### config.mk
export PLATFORM = sky130hd
export DESIGN_NAME = bht_update_ctrl_flat
export DESIGN_NICKNAME = d
export VERILOG_FILES = /design/src/rtl/ariane_pkg.sv /design/src/rtl/bht_update_ctrl_pkg.sv /design/src/rtl/bht_update_ctrl_if.sv /design/src/rtl/bht_update_fifo.sv /design/src/rtl/bht_update_ctrl.sv /design/src/flat_wrapper.sv
export SDC_FILE = /design/constraint.sdc
export NUM_CORES = 1
export LEC_CHECK = 0
export ABC_CLOCK_PERIOD_IN_PS = 4040
export CORE_MARGIN = 1
export CORE_UTILIZATION = 41
export DETAILED_ROUTE_END_ITERATION = 7
export DONT_BUFFER_PORTS = 1
export SKIP_LAST_GASP = 1
export SLEW_MARGIN = 10
export SYNTH_ARGS = -nofsm -noshare
export SYNTH_HDL_FRONTEND = slang
export SYNTH_HIERARCHICAL = 1
export SYNTH_SLANG_ARGS = --single-unit
### constraint.sdc
create_clock -name clk_i -period 4.04 [get_ports clk_i]
set_clock_uncertainty 0.1 [all_clocks]
set_input_delay 0.808 -clock clk_i [delete_from_list [all_inputs] [get_ports clk_i]]
set_output_delay 0.808 -clock clk_i [all_outputs]
set_load 0.01 [all_outputs]
### src/rtl/ariane_pkg.sv
// -----------------------------------------------------------------------------
// ariane_pkg
// Shared front-end types for the branch history table (BHT) update path.
//   bht_update_t : resolved-branch update from a requester (valid, pc, taken)
//   bht_wr_t     : write command towards the BHT storage array
// The row field is sized for the largest table this slice supports
// (BHT_NR_ENTRIES). Smaller tables zero-extend their row index into it.
// -----------------------------------------------------------------------------
package ariane_pkg;

    localparam int unsigned INSTR_PER_FETCH = 2;
    localparam int unsigned VLEN            = 64;
    localparam int unsigned BHT_NR_ENTRIES  = 1024;
    localparam int unsigned BHT_ROW_W       = $clog2(BHT_NR_ENTRIES / INSTR_PER_FETCH);
    localparam int unsigned BHT_COL_W       = $clog2(INSTR_PER_FETCH);

    typedef struct packed {
        logic            valid;
        logic [VLEN-1:0] pc;
        logic            taken;
    } bht_update_t;

    typedef struct packed {
        logic                 valid;
        logic                 clear;
        logic [BHT_ROW_W-1:0] row;
        logic [BHT_COL_W-1:0] col;
        logic                 taken;
    } bht_wr_t;

endpackage

### src/rtl/bht_update_ctrl_pkg.sv
// -----------------------------------------------------------------------------
// bht_update_ctrl_pkg
// Local types of the BHT update controller: FSM state encoding, the entry
// stored in the pending-update FIFO, and the round-robin pointer values.
// -----------------------------------------------------------------------------
package bht_update_ctrl_pkg;

    typedef enum logic {
        ST_IDLE  = 1'b0,
        ST_FLUSH = 1'b1
    } ctrl_state_e;

    typedef struct packed {
        logic [ariane_pkg::BHT_ROW_W-1:0] row;
        logic [ariane_pkg::BHT_COL_W-1:0] col;
        logic                             taken;
    } bht_entry_t;

    localparam logic RR_A = 1'b0;
    localparam logic RR_B = 1'b1;

endpackage

### src/rtl/bht_update_ctrl_if.sv
// -----------------------------------------------------------------------------
// bht_update_ctrl_if
// Request/response bundle of the BHT update controller.
//   req_a / req_b             : update requests (valid, pc, taken)
//   req_a_ready / req_b_ready : acceptance, handshake completes on valid&ready
//   bht_wr                    : registered write command to the BHT array
// Handshake: a requester holds valid and its payload until it sees ready in the
// same cycle; an update is taken exactly in a cycle where valid and ready are
// both high, and ready never waits for valid to be sampled by a register.
// master = requester/array side, slave = controller.
// -----------------------------------------------------------------------------
interface bht_update_ctrl_if;
    import ariane_pkg::*;

    bht_update_t req_a;
    logic        req_a_ready;
    bht_update_t req_b;
    logic        req_b_ready;
    bht_wr_t     bht_wr;

    modport master (
        output req_a, req_b,
        input  req_a_ready, req_b_ready, bht_wr
    );

    modport slave (
        input  req_a, req_b,
        output req_a_ready, req_b_ready, bht_wr
    );

endinterface

### src/rtl/bht_update_fifo.sv
// -----------------------------------------------------------------------------
// bht_update_fifo
// Pending-update queue of DEPTH {row,col,taken} entries (DEPTH power of two).
// Ports: clk_i, rst_ni (sync, active low), flush_i (empties queue on the edge),
//        push_i/data_i, pop_i/data_o (head, show-ahead), full_o, empty_o.
// Push while full and pop while empty are ignored.
// -----------------------------------------------------------------------------
module bht_update_fifo
    import bht_update_ctrl_pkg::*;
#(
    parameter int unsigned DEPTH = 4
) (
    input  logic       clk_i,
    input  logic       rst_ni,
    input  logic       flush_i,
    input  logic       push_i,
    input  bht_entry_t data_i,
    input  logic       pop_i,
    output bht_entry_t data_o,
    output logic       full_o,
    output logic       empty_o
);
    localparam int unsigned PTR_W = $clog2(DEPTH);
    localparam int unsigned CNT_W = PTR_W + 1;

    bht_entry_t       mem_q [DEPTH];
    logic [PTR_W-1:0] rd_q, rd_d, wr_q, wr_d;
    logic [CNT_W-1:0] cnt_q, cnt_d;
    logic             do_push, do_pop;

    assign full_o  = (cnt_q == CNT_W'(DEPTH));
    assign empty_o = (cnt_q == '0);
    assign do_push = push_i & ~full_o;
    assign do_pop  = pop_i & ~empty_o;
    assign data_o  = mem_q[rd_q];

    // Pointers wrap naturally because DEPTH is a power of two.
    always_comb begin
        rd_d  = rd_q;
        wr_d  = wr_q;
        cnt_d = cnt_q;
        if (do_push) wr_d = wr_q + PTR_W'(1);
        if (do_pop)  rd_d = rd_q + PTR_W'(1);
        case ({do_push, do_pop})
            2'b10:   cnt_d = cnt_q + CNT_W'(1);
            2'b01:   cnt_d = cnt_q - CNT_W'(1);
            default: cnt_d = cnt_q;
        endcase
    end

    always_ff @(posedge clk_i) begin
        if (!rst_ni || flush_i) begin
            rd_q  <= '0;
            wr_q  <= '0;
            cnt_q <= '0;
        end else begin
            rd_q  <= rd_d;
            wr_q  <= wr_d;
            cnt_q <= cnt_d;
        end
    end

    // Storage needs no reset: occupancy decides what is valid.
    always_ff @(posedge clk_i) begin
        if (do_push) mem_q[wr_q] <= data_i;
    end

endmodule

### src/rtl/bht_update_ctrl.sv
// -----------------------------------------------------------------------------
// bht_update_ctrl
// Serialises BHT updates from two requesters into one write per cycle and
// runs a whole-table clear sequence on flush.
// Ports: clk_i, rst_ni (sync, active low), flush_i (start/restart clear),
//        debug_mode_i (accept but drop updates), upd_if (slave: req_a/req_b
//        with readies, bht_wr command), busy_o (clear sequence running).
// NR_ENTRIES must be a power of two, a multiple of INSTR_PER_FETCH and no
// larger than ariane_pkg::BHT_NR_ENTRIES.
// -----------------------------------------------------------------------------
module bht_update_ctrl
    import ariane_pkg::*;
    import bht_update_ctrl_pkg::*;
#(
    parameter int unsigned NR_ENTRIES = 1024,
    parameter int unsigned FIFO_DEPTH = 4
) (
    input  logic             clk_i,
    input  logic             rst_ni,
    input  logic             flush_i,
    input  logic             debug_mode_i,
    bht_update_ctrl_if.slave upd_if,
    output logic             busy_o
);
    localparam int unsigned     NR_ROWS       = NR_ENTRIES / INSTR_PER_FETCH;
    localparam int unsigned     ROW_ADDR_BITS = $clog2(INSTR_PER_FETCH);
    localparam int unsigned     ROW_W         = $clog2(NR_ROWS);
    localparam logic [ROW_W-1:0] LAST_ROW     = ROW_W'(NR_ROWS - 1);

    ctrl_state_e      state_q, state_d;
    logic [ROW_W-1:0] cnt_q, cnt_d;
    logic             rr_q, rr_d;
    bht_wr_t          pop_wr_q, pop_wr_d;
    bht_entry_t       push_entry, head_entry;
    logic             fifo_full, fifo_empty, push, pop;
    logic             ready_base, ready_a, ready_b, gnt_a, gnt_b;
    logic             unused_pc;

    // pc[0] and the bits above the row index do not address the table.
    function automatic bht_entry_t pc_to_entry(input bht_update_t u);
        bht_entry_t e;
        e.row   = BHT_ROW_W'(u.pc[ROW_W+ROW_ADDR_BITS:ROW_ADDR_BITS+1]);
        e.col   = u.pc[ROW_ADDR_BITS:1];
        e.taken = u.taken;
        return e;
    endfunction

    assign unused_pc = ^{upd_if.req_a.pc, upd_if.req_b.pc};

    // ---------------- FSM: state register ----------------
    always_ff @(posedge clk_i) begin
        if (!rst_ni) begin
            state_q <= ST_IDLE;
            cnt_q   <= '0;
        end else begin
            state_q <= state_d;
            cnt_q   <= cnt_d;
        end
    end

    // ---------------- FSM: next state ----------------
    always_comb begin
        state_d = state_q;
        cnt_d   = cnt_q;
        case (state_q)
            ST_IDLE: begin
                if (flush_i) begin
                    state_d = ST_FLUSH;
                    cnt_d   = '0;
                end
            end
            ST_FLUSH: begin
                if (flush_i) begin
                    cnt_d = '0;          // restart the sweep from row 0
                end else if (cnt_q == LAST_ROW) begin
                    state_d = ST_IDLE;
                    cnt_d   = '0;
                end else begin
                    cnt_d = cnt_q + ROW_W'(1);
                end
            end
            default: begin
                state_d = ST_IDLE;
                cnt_d   = '0;
            end
        endcase
    end

    // ---------------- FSM: outputs ----------------
    // While clearing, the write command is the sweep row; otherwise it is the
    // registered result of last cycle's pop (all zero when nothing popped).
    always_comb begin
        busy_o        = (state_q == ST_FLUSH);
        upd_if.bht_wr = pop_wr_q;
        if (state_q == ST_FLUSH) begin
            upd_if.bht_wr       = '0;
            upd_if.bht_wr.valid = 1'b1;
            upd_if.bht_wr.clear = 1'b1;
            upd_if.bht_wr.row   = BHT_ROW_W'(cnt_q);
        end
    end

    // ---------------- acceptance / arbitration ----------------
    // Base readiness uses registered state only. The other requester's valid
    // is needed solely to hold off the loser of a simultaneous request.
    assign ready_base         = rst_ni & (state_q == ST_IDLE) & ~flush_i & ~fifo_full;
    assign ready_a            = ready_base & ((rr_q == RR_A) | ~upd_if.req_b.valid);
    assign ready_b            = ready_base & ((rr_q == RR_B) | ~upd_if.req_a.valid);
    assign upd_if.req_a_ready = ready_a;
    assign upd_if.req_b_ready = ready_b;

    assign gnt_a      = upd_if.req_a.valid & ready_a;
    assign gnt_b      = upd_if.req_b.valid & ready_b;
    assign push       = (gnt_a | gnt_b) & ~debug_mode_i;
    assign push_entry = gnt_b ? pc_to_entry(upd_if.req_b) : pc_to_entry(upd_if.req_a);

    // A flush on this edge wipes the queue, so the head must not escape.
    assign pop = (state_q == ST_IDLE) & ~flush_i & ~fifo_empty;

    always_comb begin
        rr_d = rr_q;
        if (gnt_a)      rr_d = RR_B;
        else if (gnt_b) rr_d = RR_A;

        pop_wr_d = '0;
        if (pop) begin
            pop_wr_d.valid = 1'b1;
            pop_wr_d.row   = head_entry.row;
            pop_wr_d.col   = head_entry.col;
            pop_wr_d.taken = head_entry.taken;
        end
    end

    always_ff @(posedge clk_i) begin
        if (!rst_ni) begin
            rr_q     <= RR_A;
            pop_wr_q <= '0;
        end else begin
            rr_q     <= rr_d;
            pop_wr_q <= pop_wr_d;
        end
    end

    bht_update_fifo #(
        .DEPTH (FIFO_DEPTH)
    ) u_fifo (
        .clk_i   (clk_i),
        .rst_ni  (rst_ni),
        .flush_i (flush_i),
        .push_i  (push),
        .data_i  (push_entry),
        .pop_i   (pop),
        .data_o  (head_entry),
        .full_o  (fifo_full),
        .empty_o (fifo_empty)
    );

endmodule

### src/flat_wrapper.sv
// flat-port wrapper written by rule: the top's interface ports become plain ports
module bht_update_ctrl_flat import ariane_pkg::*; import bht_update_ctrl_pkg::*;
#(
    parameter int unsigned NR_ENTRIES = 1024,
    parameter int unsigned FIFO_DEPTH = 4
)
  (clk_i, rst_ni, flush_i, debug_mode_i, busy_o, upd_if_req_a, upd_if_req_b, upd_if_req_a_ready, upd_if_req_b_ready, upd_if_bht_wr);
  bht_update_ctrl_if upd_if_i ();
  input  logic clk_i;
  input  logic rst_ni;
  input  logic flush_i;
  input  logic debug_mode_i;
  output logic busy_o;
  input wire logic [$bits(upd_if_i.req_a)-1:0] upd_if_req_a;
  input wire logic [$bits(upd_if_i.req_b)-1:0] upd_if_req_b;
  output wire logic [$bits(upd_if_i.req_a_ready)-1:0] upd_if_req_a_ready;
  output wire logic [$bits(upd_if_i.req_b_ready)-1:0] upd_if_req_b_ready;
  output wire logic [$bits(upd_if_i.bht_wr)-1:0] upd_if_bht_wr;
  assign upd_if_i.req_a = upd_if_req_a;
  assign upd_if_i.req_b = upd_if_req_b;
  assign upd_if_req_a_ready = upd_if_i.req_a_ready;
  assign upd_if_req_b_ready = upd_if_i.req_b_ready;
  assign upd_if_bht_wr = upd_if_i.bht_wr;
  bht_update_ctrl #(.NR_ENTRIES(NR_ENTRIES), .FIFO_DEPTH(FIFO_DEPTH)) u_core (.clk_i(clk_i), .rst_ni(rst_ni), .flush_i(flush_i), .debug_mode_i(debug_mode_i), .upd_if(upd_if_i), .busy_o(busy_o));
endmodule
======== Yosys cells after proc, flatten, opt, wreduce, memory -nomap -nowiden ========
Memory sizes are Yosys's and may differ from the RTL's. A register that Yosys moved wholly into a read port is not among the register bits.
Index checks and enable logic that the tools add are counted.
word-level totals
  input bits .............................. 136
  RAM bits ................................ 44
  bits in registers ....................... 19
  memories kept ........................... 1
  output and inout bits ................... 16
cells by class
  bitwise operators ....................... 23
  mux-type cells .......................... 16
  eq/ne operators ......................... 5
  reduce and logical (&&, ||, !) cells .... 7
  add/subtract/negate cells ............... 5
memories
  memory               words  bits a word  rd ports  clocked after memory_dff  write ports  RTL line               text
  u_core.u_fifo.mem_q  4      11           1         1                         1            bht_update_fifo.sv:26  bht_entry_t mem_q [DEPTH];
operators by type and width
  cell                                              count
  2-to-1 mux 9 bit                                  3
  one-hot mux 9 bit (2 select lines)                1
  2-to-1 mux 13 bit                                 1
  bitwise AND 1 bit                                 12
  2-to-1 mux 11 bit                                 1
  adder 9 x 1 -> 9 bit, second input constant       1
  == test 9 bit, second input constant              1
  2-to-1 mux 1 bit                                  8
  NOT 1 bit                                         8
  one-hot mux 3 bit (2 select lines)                1
  adder 2 x 1 -> 2 bit, second input constant       2
  nonzero test 2 bit                                2
  adder 3 x 1 -> 3 bit, second input constant       1
  == test 3 bit, second input constant              1
  logical NOT 3 bit                                 1
  bitwise OR 1 bit                                  3
  subtractor 3 x 1 -> 3 bit, second input constant  1
  == test 2 x 1 -> 1 bit, second input constant     1
  == test 2 bit, second input constant              1
  logical NOT 1 bit                                 2
  != test 2 bit, second input constant              1
  one-hot mux 1 bit (2 select lines)                1
  AND reduction 2 bit                               1
  logical OR 1 bit                                  1

======== Depth between registers and ports, before layout ========
  depth after elaboration ................. 11
  depth in mapped cells ................... 12
  depth with buffers taken out ............ 12

======== Cells and area by module ========
The synthesis kept the hierarchy.
modules (own cells, without submodules)
  module           area each (µm²)  instances  cells an instance
  bht_update_fifo  2064.5           1          112
  bht_update_ctrl  1249.9           1          123

======== Least setup slack after synthesis ========
Ideal clock, no wire load.
  path kind ............................... input-to-reg
  from .................................... input flush_i
  to ...................................... register u_core.u_fifo.cnt_q[2]
  path slack .............................. 0.968 ns
  stages .................................. 11
  arrival time ............................ 2.902 ns
  data required time ...................... 3.870 ns
  buffers on the path ..................... 0
  cells stage by stage .................... or4b_1 nor3_1 inv_1 nor2_1 inv_1 ha_1 inv_1 fa_1 xor2_1 or3_2 a21oi_1
between the ends
  word-level cells in the longest chain between the ends .. 10
RTL lines
  what                                                                             RTL line                                        text
  from (decl)                                                                      flat_wrapper.sv:11                              input logic flush_i;
  NOT 1 bit *                                                                      bht_update_ctrl.sv:106                          assign ready_base = rst_ni & (state_q == ST_IDLE) & ~flush_i & ~fifo_full;
  bitwise AND 1 bit * (2 in series)                                                bht_update_ctrl.sv:106
  bitwise AND 1 bit (on tied branches)                                             bht_update_ctrl.sv:107, bht_update_ctrl.sv:108
  bitwise AND 1 bit (on tied branches)                                             bht_update_ctrl.sv:112, bht_update_ctrl.sv:113
  bitwise OR 1 bit *                                                               bht_update_ctrl.sv:114                          assign push = (gnt_a | gnt_b) & ~debug_mode_i;
  bitwise AND 1 bit *                                                              bht_update_ctrl.sv:114
  net u_core.push                                                                  bht_update_ctrl.sv:35                           logic fifo_full, fifo_empty, push, pop;
  bitwise AND 1 bit *                                                              bht_update_fifo.sv:33                           assign do_push = push_i & ~full_o;
  == test 2 x 1 -> 1 bit / == test 2 bit (equally long branches)                   bht_update_fifo.sv:44                           case ({do_push, do_pop})
  one-hot mux 3 bit (2 select lines) / nonzero test 2 bit (equally long branches)  n/a
  to (signal assigned)                                                             bht_update_fifo.sv:59                           cnt_q <= cnt_d;
  to (decl)                                                                        bht_update_fifo.sv:28                           logic [CNT_W-1:0] cnt_q, cnt_d;
Mark *: on every way through the listed nets, which the timed path passes. The rest lies on a longest branch.
A chain may end at the register's enable or synchronous reset.

======== Worst setup path in the final report ========
  from .................................... register u_core.u_fifo.cnt_q[0]
  to ...................................... register u_core.u_fifo.cnt_q[2]
between the ends
  word-level cells in the longest chain between the ends .. 10
RTL lines
  what                                                                             RTL line                                        text
  == test 3 bit *                                                                  bht_update_fifo.sv:31                           assign full_o = (cnt_q == CNT_W'(DEPTH));
  net u_core.fifo_full                                                             bht_update_ctrl.sv:35
  NOT 1 bit *                                                                      bht_update_ctrl.sv:106
  bitwise AND 1 bit *                                                              bht_update_ctrl.sv:106
  bitwise AND 1 bit (on tied branches)                                             bht_update_ctrl.sv:107, bht_update_ctrl.sv:108
  bitwise AND 1 bit (on tied branches)                                             bht_update_ctrl.sv:112, bht_update_ctrl.sv:113
  bitwise OR 1 bit *                                                               bht_update_ctrl.sv:114
  bitwise AND 1 bit *                                                              bht_update_ctrl.sv:114
  net u_core.push                                                                  bht_update_ctrl.sv:35
  bitwise AND 1 bit *                                                              bht_update_fifo.sv:33
  == test 2 x 1 -> 1 bit / == test 2 bit (equally long branches)                   bht_update_fifo.sv:44
  one-hot mux 3 bit (2 select lines) / nonzero test 2 bit (equally long branches)  n/a
Marked as above.

==> impl_metrics.tcl <==
set metrics [dict create \
    fin_crit_ns 3.07 \
    cts.hold.buffers_added 0 \
    synth_top_area_frac 0.399 \
    route.vias.total 1779 \
    hold_viol_final 0 \
    post_cts_buffers 0 \
    mapped_nets 379 \
    chipWidth_microns 91.9 \
    antenna_cells_inserted 0 \
    synth-main-ff-cell "sky130_fd_sc_hd__edfxtp_1" \
    worstSetupStartpointType "flop" \
    floorplan.initialDensity 0.427 \
    yosys.area_share.xor_xnor 0.00793 \
    grt_start_max_net_pins 23 \
    crit_slowest_cell "sky130_fd_sc_hd__or4b_1" \
    worstPathRequired_ns 4.21 \
    detailedRoute.firstPassIterationCount 4 \
    synth_seq_cells 76 \
    clkLatencyLatePin_ns 0.34 \
    synth_simple_gate_area_share 0.122 \
    synth_cell_type_count 46 \
    die-height_microns 91.9 \
    std_cell_rows 32 \
    timing.max_slew.rel_slack 0.504 \
    final_cell_area_sq_mm 0.00360 \
    tritoncts_clock_tree "built" \
    detailedRoute.firstIterationViolations 53 \
    syn-mean-instance-area_sq_um 14.1 \
    synth-edff-count 44 \
    worst-setup-path-type "flop to flop" \
    grt.total_usage 0.143 \
    finish.net_count 381 \
    ctsHtreeMaxLevel 3 \
    max_stage_delay_ns 0.53 \
    proportion_of_register_bits_with_asynchronous_set_or_reset_after_synthesis 0 \
    postSynthCellCount 235 \
    drt_drc_violations_left 0 \
    root_buffer "sky130_fd_sc_hd__clkbuf_8" \
    ir_worst_vdd_v 0.000247 \
    setup_viol 0 \
    synthesis.yosys.warnings 6 \
    design_power_total_mw 1.50 \
    run_status "completed" \
    first_global_vias 1715 \
    buffer_ports.inserted 0 \
    die-area_sq_mm 0.00845 \
    cpMostUsedCell "sky130_fd_sc_hd__inv_1" \
    routed_via_density 5.19 \
    seq_area_frac_synth 0.592 \
    power_density_mw_per_mm2 416 \
    synth_area_leader_cell "sky130_fd_sc_hd__edfxtp_1" \
    synthesis.area_sq_mm 0.00331 \
    synth_top_family_by_area "multiplexers" \
    critical_path.max_fanout 6 \
    maxSlewViolCount 0 \
    synth_area_leaders "sky130_fd_sc_hd__edfxtp_1, sky130_fd_sc_hd__dfxtp_1, sky130_fd_sc_hd__mux4_2" \
    detailed_place.area_sq_mm 0.00338 \
    endpoint_kind_of_the_worst_setup_timing_path "flop" \
    cts.sinks 76 \
    p_leak_nw 1.26 \
    synth_fa_ha_area_frac 0.0325 \
    gpl.final_weighted_congestion 0.758 \
    areaGrowthSynthToFinish_pct 8.57 \
    critPathArrivalTime_ns 3.25 \
    setup-tns-final_ns 0 \
    place_hpwl_microns 3750 \
    synth_compound_area_frac 0.0487 \
    worstPathCellList "nor3b_2 -> or4b_1 -> nor3_1 -> inv_1 -> nor2_1 -> inv_1 -> ha_1 -> inv_1 -> fa_1 -> xor2_1 -> or3_2 -> a21oi_1" \
    rsz0062_at_grt "false" \
    yosys-mux-area-fraction 0.163 \
    post_cts.resized_instances 0 \
    final.period_utilization 0.761 \
    wl_per_cell_microns 16.0 \
    cpLargestDelayFamily "simple AND/OR/NAND/NOR gates" \
    initial_antenna_violation_count 0 \
    antenna_left 0 \
    crit_buf_inv 3 \
    cts-buffers-inserted 9 \
    top_level_ports 152 \
    max_cap_viol_count 0 \
    global_route_wire_length_before_repair_microns 8900 \
    clock_path_buffers 2 \
    path_clk_slew_ns 0.08 \
    top_achievable_clock_speed_ghz 0.325 \
    global_route.overflow_total 0 \
    core_area_sq_mm 0.00777 \
    layout-drive-gt1-share 0.232 \
    tightestPinTransition_ns 0.743 \
    worstHoldPathType "flop to flop" \
    postRouteWirelength_microns 5480 \
]
[cell usage after synthesis (all sizes together), types with 4 or more instances]
cell type / n
a21oi: 8
mux2: 20
buf: 7
o21ai: 8
edfxtp: 44
mux4: 11
nor2: 11
and2: 16
nand3: 5
inv: 13
ha: 7
dfxtp: 32
a31oi: 4
nand2: 6
[metal layers]
metal,part of all wire,up-vias,global-route usage
li1,-,871,-
met1,0.46,854,0.179
met2,0.48,44,0.225
met3,0.052,10,0.0556
met4,0.016,0,0.0508
met5,0,-,0
[registers in the layout, indices dropped and copies added, names as in the netlist, named ones only]
name and flops:
u_core/u_fifo/rd_q 2, u_core/cnt_q 9, u_core/rr_q 1, u_core/u_fifo/mem_q 44
u_core/u_fifo/cnt_q 3, u_core/pop_wr_q 12, u_core/u_fifo/wr_q 2, u_core/busy_o 1
[power by group]
part	switching, mW	internal [mW]
combinational	0.0289	0.0240
clock	0.267	0.349
sequential	0.00289	0.824
[per-stage QoR]
stage | util | hold slack, ns | setup slack [ns] | cells
finish | 0.463 | 0.392 | 0.967 | 343
global route | 0.463 | 0.421 | 0.743 | 343
CTS | 0.463 | 0.400 | 0.964 | 343
detailed placement | 0.436 | 0.382 | 0.669 | 328
global placement | 0.436 | 0.362 | 0.697 | 328
floorplan | - | 0.344 | 0.968 | 235
[worst reg2reg max path: stages (launching register included)]
cell,delay [ns]
sky130_fd_sc_hd__dfxtp_1,0.44
sky130_fd_sc_hd__nor3b_2,0.13
sky130_fd_sc_hd__or4b_1,0.53
sky130_fd_sc_hd__nor3_1,0.23
sky130_fd_sc_hd__inv_1,0.11
sky130_fd_sc_hd__nor2_1,0.30
sky130_fd_sc_hd__inv_1,0.09
sky130_fd_sc_hd__ha_1,0.23
sky130_fd_sc_hd__inv_1,0.07
sky130_fd_sc_hd__fa_1,0.17
sky130_fd_sc_hd__xor2_1,0.08
sky130_fd_sc_hd__or3_2,0.40
sky130_fd_sc_hd__a21oi_1,0.14
[cell families (layout without fill, tap and decap cells)]
logic type / Yosys count / in the layout
mux: 34 / 34
xor+xnor: 3 / 3
buf+inv: 23 / 29
flops: 76 / 76
compound gates: 27 / 27
fa+ha+maj: 8 / 8
simple gates: 64 / 64
[placed cells by master, fill, tap and decap left out, types with 9 or more instances in the layout]
cell / n
sky130_fd_sc_hd__mux2_2: 10
sky130_fd_sc_hd__inv_1: 13
sky130_fd_sc_hd__mux4_2: 11
sky130_fd_sc_hd__dfxtp_1: 32
sky130_fd_sc_hd__nor2_1: 11
sky130_fd_sc_hd__mux2_4: 10
sky130_fd_sc_hd__clkbuf_8: 9
sky130_fd_sc_hd__and2_1: 12
sky130_fd_sc_hd__edfxtp_1: 44
[final cells by class]
| cell class | count | area, sq um |
|---|---|---|
| inverters | 13 | 48.8 |
| flip-flops and latches | 76 | 1960 |
| clock buffers | 10 | 128 |
| well taps | 102 | 128 |
| fillers | 693 | 4170 |
| repair buffers | 1 | 7.51 |
| multi-input cells | 136 | 1240 |
| clock inverters | 5 | 86.3 |
[path summary, 6_finish.rpt]
kind	slack, ns	startpoint	cells past startpoint	end
min reg2reg	0.39	u_core/cnt_q[7]	1	u_core/cnt_q[7]
max reg2reg	0.97	u_core/u_fifo/cnt_q[0]	12	u_core/u_fifo/cnt_q[2]
max	0.97	u_core/u_fifo/cnt_q[0]	12	u_core/u_fifo/cnt_q[2]
min	0.39	u_core/cnt_q[7]	1	u_core/cnt_q[7]
(Power assumes the default switching activity.)
